[config.mk]
export PLATFORM = sky130hd
export DESIGN_NAME = vram_arbiter_flat
export DESIGN_NICKNAME = d
export VERILOG_FILES = /design/src/rtl/vram_arbiter_if.sv /design/src/rtl/vram_arbiter.sv /design/src/flat_wrapper.sv
export SDC_FILE = /design/constraint.sdc
export NUM_CORES = 1
export LEC_CHECK = 0
export CORE_UTILIZATION = 30
export DETAILED_ROUTE_END_ITERATION = 12
export PLACE_DENSITY = 0.79
export SETUP_SLACK_MARGIN = 0.2
export SYNTH_ARGS = -nofsm -noshare
export SYNTH_HDL_FRONTEND = slang
export SYNTH_SLANG_ARGS = --single-unit
[constraint.sdc]
create_clock -name clk_pixel -period 1.6 [get_ports clk_pixel]
set_input_delay 0.24 -clock clk_pixel [delete_from_list [all_inputs] [get_ports clk_pixel]]
set_output_delay 0.24 -clock clk_pixel [all_outputs]
set_load 0.02 [all_outputs]
[src/rtl/vram_arbiter_if.sv]
// Bus bundle for vram_arbiter: video fetch port, CPU req/ack port and
// single-port synchronous RAM port. slave = arbiter side, master = peers.
interface vram_arbiter_if #(
    parameter int unsigned ADDR_W = 16,
    parameter int unsigned DATA_W = 8
);
    logic [ADDR_W-1:0] vid_addr;
    logic              vid_rd;
    logic [DATA_W-1:0] vid_din;

    logic              cpu_req;
    logic              cpu_we;
    logic [ADDR_W-1:0] cpu_addr;
    logic [DATA_W-1:0] cpu_wdata;
    logic [DATA_W-1:0] cpu_rdata;
    logic              cpu_ack;

    logic [ADDR_W-1:0] mem_addr;
    logic              mem_we;
    logic [DATA_W-1:0] mem_wdata;
    logic [DATA_W-1:0] mem_rdata;

    modport slave (
        input  vid_addr, vid_rd, cpu_req, cpu_we, cpu_addr, cpu_wdata, mem_rdata,
        output vid_din, cpu_rdata, cpu_ack, mem_addr, mem_we, mem_wdata
    );

    modport master (
        output vid_addr, vid_rd, cpu_req, cpu_we, cpu_addr, cpu_wdata, mem_rdata,
        input  vid_din, cpu_rdata, cpu_ack, mem_addr, mem_we, mem_wdata
    );
endinterface

[src/rtl/vram_arbiter.sv]
// VRAM arbiter: fixed-latency video reads always win, CPU req/ack uses free cycles.
// Optional VRAM_CONFLICT_STATS_EN adds a saturating video/CPU conflict counter.
module vram_arbiter #(
    parameter int unsigned ADDR_W = 16,
    parameter int unsigned DATA_W = 8
) (
    input  logic          clk_pixel,
    input  logic          reset,
    vram_arbiter_if.slave bus
`ifdef VRAM_CONFLICT_STATS_EN
    ,
    output logic [15:0]   conflict_count
`endif
);

    typedef enum logic {
        IDLE   = 1'b0,
        ISSUED = 1'b1
    } state_t;

    state_t            state;
    logic              vid_pend;
    logic [DATA_W-1:0] vid_hold;
    logic [DATA_W-1:0] cpu_hold;
    logic              issued_we;

    logic              cpu_issue;
    logic [ADDR_W-1:0] issue_addr;

    // Single RAM access per cycle: video first, CPU only from IDLE on a free cycle
    always_comb begin
        cpu_issue  = 1'b0;
        issue_addr = bus.vid_addr;
        if (!bus.vid_rd && (state == IDLE) && bus.cpu_req) begin
            cpu_issue  = 1'b1;
            issue_addr = bus.cpu_addr;
        end
    end

    assign bus.mem_addr  = issue_addr;
    assign bus.mem_we    = cpu_issue && bus.cpu_we && !reset;
    assign bus.mem_wdata = bus.cpu_wdata;

    // Read data is forwarded straight from the RAM in the response cycle
    assign bus.vid_din   = vid_pend ? bus.mem_rdata : vid_hold;
    assign bus.cpu_rdata = ((state == ISSUED) && !issued_we) ? bus.mem_rdata : cpu_hold;
    assign bus.cpu_ack   = (state == ISSUED) && !reset;

    always_ff @(posedge clk_pixel) begin
        if (reset) begin
            state     <= IDLE;
            vid_pend  <= 1'b0;
            vid_hold  <= '0;
            cpu_hold  <= '0;
            issued_we <= 1'b0;
        end else begin
            vid_pend <= bus.vid_rd;
            if (vid_pend) begin
                vid_hold <= bus.mem_rdata;
            end
            case (state)
                IDLE: begin
                    if (cpu_issue) begin
                        state     <= ISSUED;
                        issued_we <= bus.cpu_we;
                    end
                end
                ISSUED: begin
                    // Request line is ignored here so a stale req cannot reissue
                    state <= IDLE;
                    if (!issued_we) begin
                        cpu_hold <= bus.mem_rdata;
                    end
                end
                default: state <= IDLE;
            endcase
        end
    end

`ifdef VRAM_CONFLICT_STATS_EN
    logic conflict;
    assign conflict = (state == IDLE) && bus.cpu_req && bus.vid_rd;

    always_ff @(posedge clk_pixel) begin
        if (reset) begin
            conflict_count <= 16'd0;
        end else if (conflict && (conflict_count != 16'hFFFF)) begin
            conflict_count <= conflict_count + 16'd1;
        end
    end
`endif

endmodule

[src/flat_wrapper.sv]
// flat-port wrapper written by rule: the top's interface ports become plain ports
module vram_arbiter_flat 
#(
    parameter int unsigned ADDR_W = 16,
    parameter int unsigned DATA_W = 8
)
  (clk_pixel, reset, bus_vid_addr, bus_vid_rd, bus_cpu_req, bus_cpu_we, bus_cpu_addr, bus_cpu_wdata, bus_mem_rdata, bus_vid_din, bus_cpu_rdata, bus_cpu_ack, bus_mem_addr, bus_mem_we, bus_mem_wdata);
  vram_arbiter_if #(.ADDR_W(ADDR_W), .DATA_W(DATA_W)) bus_i ();
  input  logic clk_pixel;
  input  logic reset;
  input wire logic [$bits(bus_i.vid_addr)-1:0] bus_vid_addr;
  input wire logic [$bits(bus_i.vid_rd)-1:0] bus_vid_rd;
  input wire logic [$bits(bus_i.cpu_req)-1:0] bus_cpu_req;
  input wire logic [$bits(bus_i.cpu_we)-1:0] bus_cpu_we;
  input wire logic [$bits(bus_i.cpu_addr)-1:0] bus_cpu_addr;
  input wire logic [$bits(bus_i.cpu_wdata)-1:0] bus_cpu_wdata;
  input wire logic [$bits(bus_i.mem_rdata)-1:0] bus_mem_rdata;
  output wire logic [$bits(bus_i.vid_din)-1:0] bus_vid_din;
  output wire logic [$bits(bus_i.cpu_rdata)-1:0] bus_cpu_rdata;
  output wire logic [$bits(bus_i.cpu_ack)-1:0] bus_cpu_ack;
  output wire logic [$bits(bus_i.mem_addr)-1:0] bus_mem_addr;
  output wire logic [$bits(bus_i.mem_we)-1:0] bus_mem_we;
  output wire logic [$bits(bus_i.mem_wdata)-1:0] bus_mem_wdata;
  assign bus_i.vid_addr = bus_vid_addr;
  assign bus_i.vid_rd = bus_vid_rd;
  assign bus_i.cpu_req = bus_cpu_req;
  assign bus_i.cpu_we = bus_cpu_we;
  assign bus_i.cpu_addr = bus_cpu_addr;
  assign bus_i.cpu_wdata = bus_cpu_wdata;
  assign bus_i.mem_rdata = bus_mem_rdata;
  assign bus_vid_din = bus_i.vid_din;
  assign bus_cpu_rdata = bus_i.cpu_rdata;
  assign bus_cpu_ack = bus_i.cpu_ack;
  assign bus_mem_addr = bus_i.mem_addr;
  assign bus_mem_we = bus_i.mem_we;
  assign bus_mem_wdata = bus_i.mem_wdata;
  vram_arbiter #(.ADDR_W(ADDR_W), .DATA_W(DATA_W)) u_core (.clk_pixel(clk_pixel), .reset(reset), .bus(bus_i));
endmodule
== Word level (Yosys, flattened, before mapping) ==
Cells that the tools add are included.

* Bitwise gates (word level): 2
* Muxes and demuxes: 6
* Reductions and logical operators: 11

{| class="wikitable"
|+ Operators with widths
! operator !! number
|-
| 16-bit 2-to-1 mux || 1
|-
| 8-bit 2-to-1 mux || 2
|-
| 1-bit logical AND || 6
|-
| 2-bit AND reduction || 2
|-
| 1-bit logical NOT || 3
|-
| 1-bit 2-to-1 mux || 2
|-
| 1-bit NOT || 2
|-
| 1-bit case mux with 2 select lines || 1
|}

* Logic and storage cells: 24
* Output and inout port bits: 42
* Register bits after elaboration: 19

== Longest topological paths before layout ==
* Depth after elaboration: 6
* Gate-level depth with buffers: 4
* Gate-level depth less buffers: 3

== Worst setup path before layout ==
OpenSTA, ideal clock, no wires.

* Kind: reg2out
* Start point: register u_core.state
* End point: output bus_mem_addr[10]
* Arrival: 1.268 ns
* Data required time: 1.360 ns
* Cell stages (with the launch flop): 4
* Setup slack: 0.092 ns
* Cell sequence: dfxtp_1 nor3b_4 buf_6 mux2_2

* Cells in the longest elaborated chain, start to end: 4

{| class="wikitable"
|+ RTL lines
! element !! line !! source
|-
| start: declaration || vram_arbiter.sv:21 || <nowiki>state_t state;</nowiki>
|-
| start signal: assignment || vram_arbiter.sv:51 || <nowiki>state <= IDLE;</nowiki>
|-
| start signal: assignment || vram_arbiter.sv:64 || <nowiki>state <= ISSUED;</nowiki>
|-
| start signal: assignment || vram_arbiter.sv:70 || <nowiki>state <= IDLE;</nowiki>
|-
| 1-bit NOT || vram_arbiter.sv:34 || <nowiki>if (!bus.vid_rd && (state == IDLE) && bus.cpu_req) begin</nowiki>
|-
| 1-bit logical AND (2 in a row) || vram_arbiter.sv:34 ||
|-
| 16-bit 2-to-1 mux || vram_arbiter.sv:34 ||
|-
| end: declaration || flat_wrapper.sv:21 || <nowiki>output wire logic [$bits(bus_i.mem_addr)-1:0] bus_mem_addr;</nowiki>
|}

No other way between the ends.

== Final worst setup path ==
* Start point: register u_core.state
* End point: output bus_mem_addr[1]

The elaborated chain is that of the path after synthesis.

==> impl_metrics.json <==
{
  "dp.cells": 207,
  "fillers": 254,
  "chipWidth_um": 60.4,
  "yosys_warnings": 0,
  "synthTopCellsByArea": "dfxtp_1, mux2_2, nor2b_1, mux2_4, buf_4",
  "insertion_delay_ns": 0.28,
  "initial_utilization_pct": 32.5,
  "ys_seq_area_share_pct": 37.2,
  "drv_slew": 0,
  "via_per_inst": 4.32,
  "hold_class": "in2reg",
  "grt_pass1_wl_um": 4700,
  "path_clk_slew_ns": 0.09,
  "grt_remaining_overflow": 0,
  "wirelength_um": 3120,
  "fin_crit_sh_pct": 114,
  "antenna_cells": 0,
  "ys_seq_elements": 19,
  "io_buffers": 78,
  "grt_use_total_pct": 17.6,
  "rsz0062_at_grt": "true",
  "vias": 938,
  "dp_hpwl_um": 2480,
  "synthDistinctLibCells": 13,
  "max-vdd-ir-drop_v": 0.000317,
  "synth_compound_area_share_pct": 0,
  "max_stage_delay_ns": 0.35,
  "gp_congestion": 0.696,
  "critPathTopFamily": "flip-flops",
  "min_period_ns": 1.82,
  "synthXorXnorAreaFrac_pct": 0,
  "nNetsFinal": 227,
  "crit_buf_inv": 2,
  "async_flop_share_pct": 0,
  "final_antenna_net_count": 0,
  "fin_ws_ns": -0.219,
  "netlist.area_leader.share_pct": 37.2,
  "synthCells": 88,
  "ctsHtreeMaxLevel": 1,
  "final_cells": 217,
  "worstMarginPinSlew_ns": 0.294,
  "max_freq_mhz": 550,
  "synthAdderAreaFrac_pct": 0,
  "crit_path_frequent_cell": "buf_6",
  "finalSetupViolCount": 25,
  "antenna_found_initial": 0,
  "mappedNetlistArea_um2": 1020,
  "wire_per_inst_um": 14.4,
  "cts-hold-fix-buffers": 0,
  "cp_max_fo": 7,
  "yosys.area_share.simple_pct": 15.2,
  "drc": 0,
  "yosysTopAreaCell": "dfxtp_1",
  "worstPathCellList": "nor3b_4 > buf_6 > mux2_4 > buf_6",
  "synth_common_cells": "mux2_2, dfxtp_1, nor2b_1",
  "cts_tree": "done",
  "regArea_um2": 384,
  "cts_buffer_depth": 2,
  "yosys-mux-area-fraction_pct": 38.4,
  "leakagePower_nw": 0.934,
  "ys.flop_type": "dfxtp_1",
  "dieArea_um2": 3650,
  "violations": "setup timing",
  "skew_ns": 0.00209,
  "critPathKind": "reg2out",
  "synth_fp_nets": 141,
  "synth.avg_cell_area_um2": 11.6,
  "setup.worst_path.end_class": "output pin",
  "synth_top_family_by_area": "multiplexers",
  "drt-initial-drc-count": 23,
  "dr.pass1.iters": 3,
  "crit_path_top_delay_cell": "dfxtp_2",
  "die_y_um": 60.4,
  "powerDensity_nw_per_um2": 602,
  "cts_buffers": 3,
  "core-area_um2": 3150,
  "syn2layout_area_growth_pct": 104,
  "grt_max_degree": 13,
  "multi_input_area_um2": 647,
  "startpoint_type": "flip-flop",
  "max_cap_violations": 0,
  "maxSlewHeadroom_pct": 80.4,
  "crit_arrival_ns": 1.58,
  "fp-row-count": 20,
  "clockRootBuffer": "clkbuf_4",
  "finalHoldViolCount": 0,
  "outcome": "complete, but fails checks",
  "synth_edf_count": 0,
  "cp.required_ns": 1.36,
  "clock_sinks": 19,
  "ios": 95,
  "drive_gt1_share_pct": 52.0,
  "holdWs_ns": 0.393,
  "power_w": 0.00125,
  "grt_pass1_vias": 1022,
  "yosys.cell_count.top_type": "mux2_2"
}
[final cells by class]
cell class              instances  share of cell area, %
flip-flops and latches         19                   18.4
well taps                      44                   2.64
clock buffers                   4                   1.26
repair buffers                 94                   46.6
multi-input cells              56                   31.0
[stage by stage]
step / area, µm² / TNS, ns / worst slack, ns / utilization [%]
floorplan: 1060 / 0 / 0.138 / -
global placement: 1870 / -12.82 / -0.657 / 59.4
detailed placement: 1870 / -13.86 / -0.711 / 59.4
CTS: 2050 / -4.50 / -0.236 / 65.2
global route: 2080 / -5.64 / -0.275 / 66.1
finish: 2080 / -4.28 / -0.219 / 66.1
[cells in the final DEF, fill, tap and decap left out]
| cell | n |
|---|---|
| and2b_2 | 1 |
| and2_1 | 1 |
| nor2_1 | 1 |
| clkbuf_4 | 3 |
| clkdlybuf4s50_1 | 42 |
| nor2b_1 | 19 |
| dfxtp_2 | 3 |
| clkdlybuf4s15_2 | 1 |
| dlygate4sd2_1 | 2 |
| mux2_4 | 32 |
| nor3b_4 | 1 |
| buf_6 | 40 |
| mux2i_1 | 1 |
| dfxtp_1 | 16 |
| buf_8 | 1 |
| clkbuf_1 | 1 |
| buf_4 | 7 |
| buf_2 | 1 |
[final timing paths]
path | start | to | slack (ns) | depth (start not counted)
setup / recovery | u_core.state | bus_mem_addr[1] | -0.22 | 4
setup reg to reg | u_core.state | u_core.cpu_hold[6] | 0.14 | 6
hold reg to reg | u_core.issued_we | u_core.issued_we | 0.58 | 3
hold / removal | bus_vid_rd | u_core.vid_pend | 0.39 | 2
[where the power goes]
group / internal [W] / switching (W) / leakage [nW]
logic: 0.000337 / 0.000197 / 0.763
registers: 0.000493 / 0.00000751 / 0.156
clock network: 0.0000967 / 0.000123 / 0.0150
[sequential cells by signal, indices dropped and copies added, names as in the netlist]
signal and flops:
u_core.cpu_hold 8, u_core.state 1, u_core.vid_hold 8, u_core.vid_pend 1
u_core.issued_we 1
[kinds of logic after synthesis]
logic type    Yosys count
mux                    33
simple gates           23
flops                  19
buf+inv                13
[what timing repair did]
action                                  in CTS  in global routing
setup buffers                                3                  2
endpoints found under the setup margin      34                 35
endpoints found under the hold margin        0                  0
resized for setup                          224                  8
gates cloned                                 1                  0
pin swaps                                    1                  1
[per-layer routing]
layer	vias to the layer above	wire length (µm)	GRT usage, %
met5	-	0	0
met1	428	1120	16.8
li1	454	-	-
met3	4	228	6.18
met4	0	9	2.92
met2	52	1770	36.1
Power figures use the tool's default switching activity.
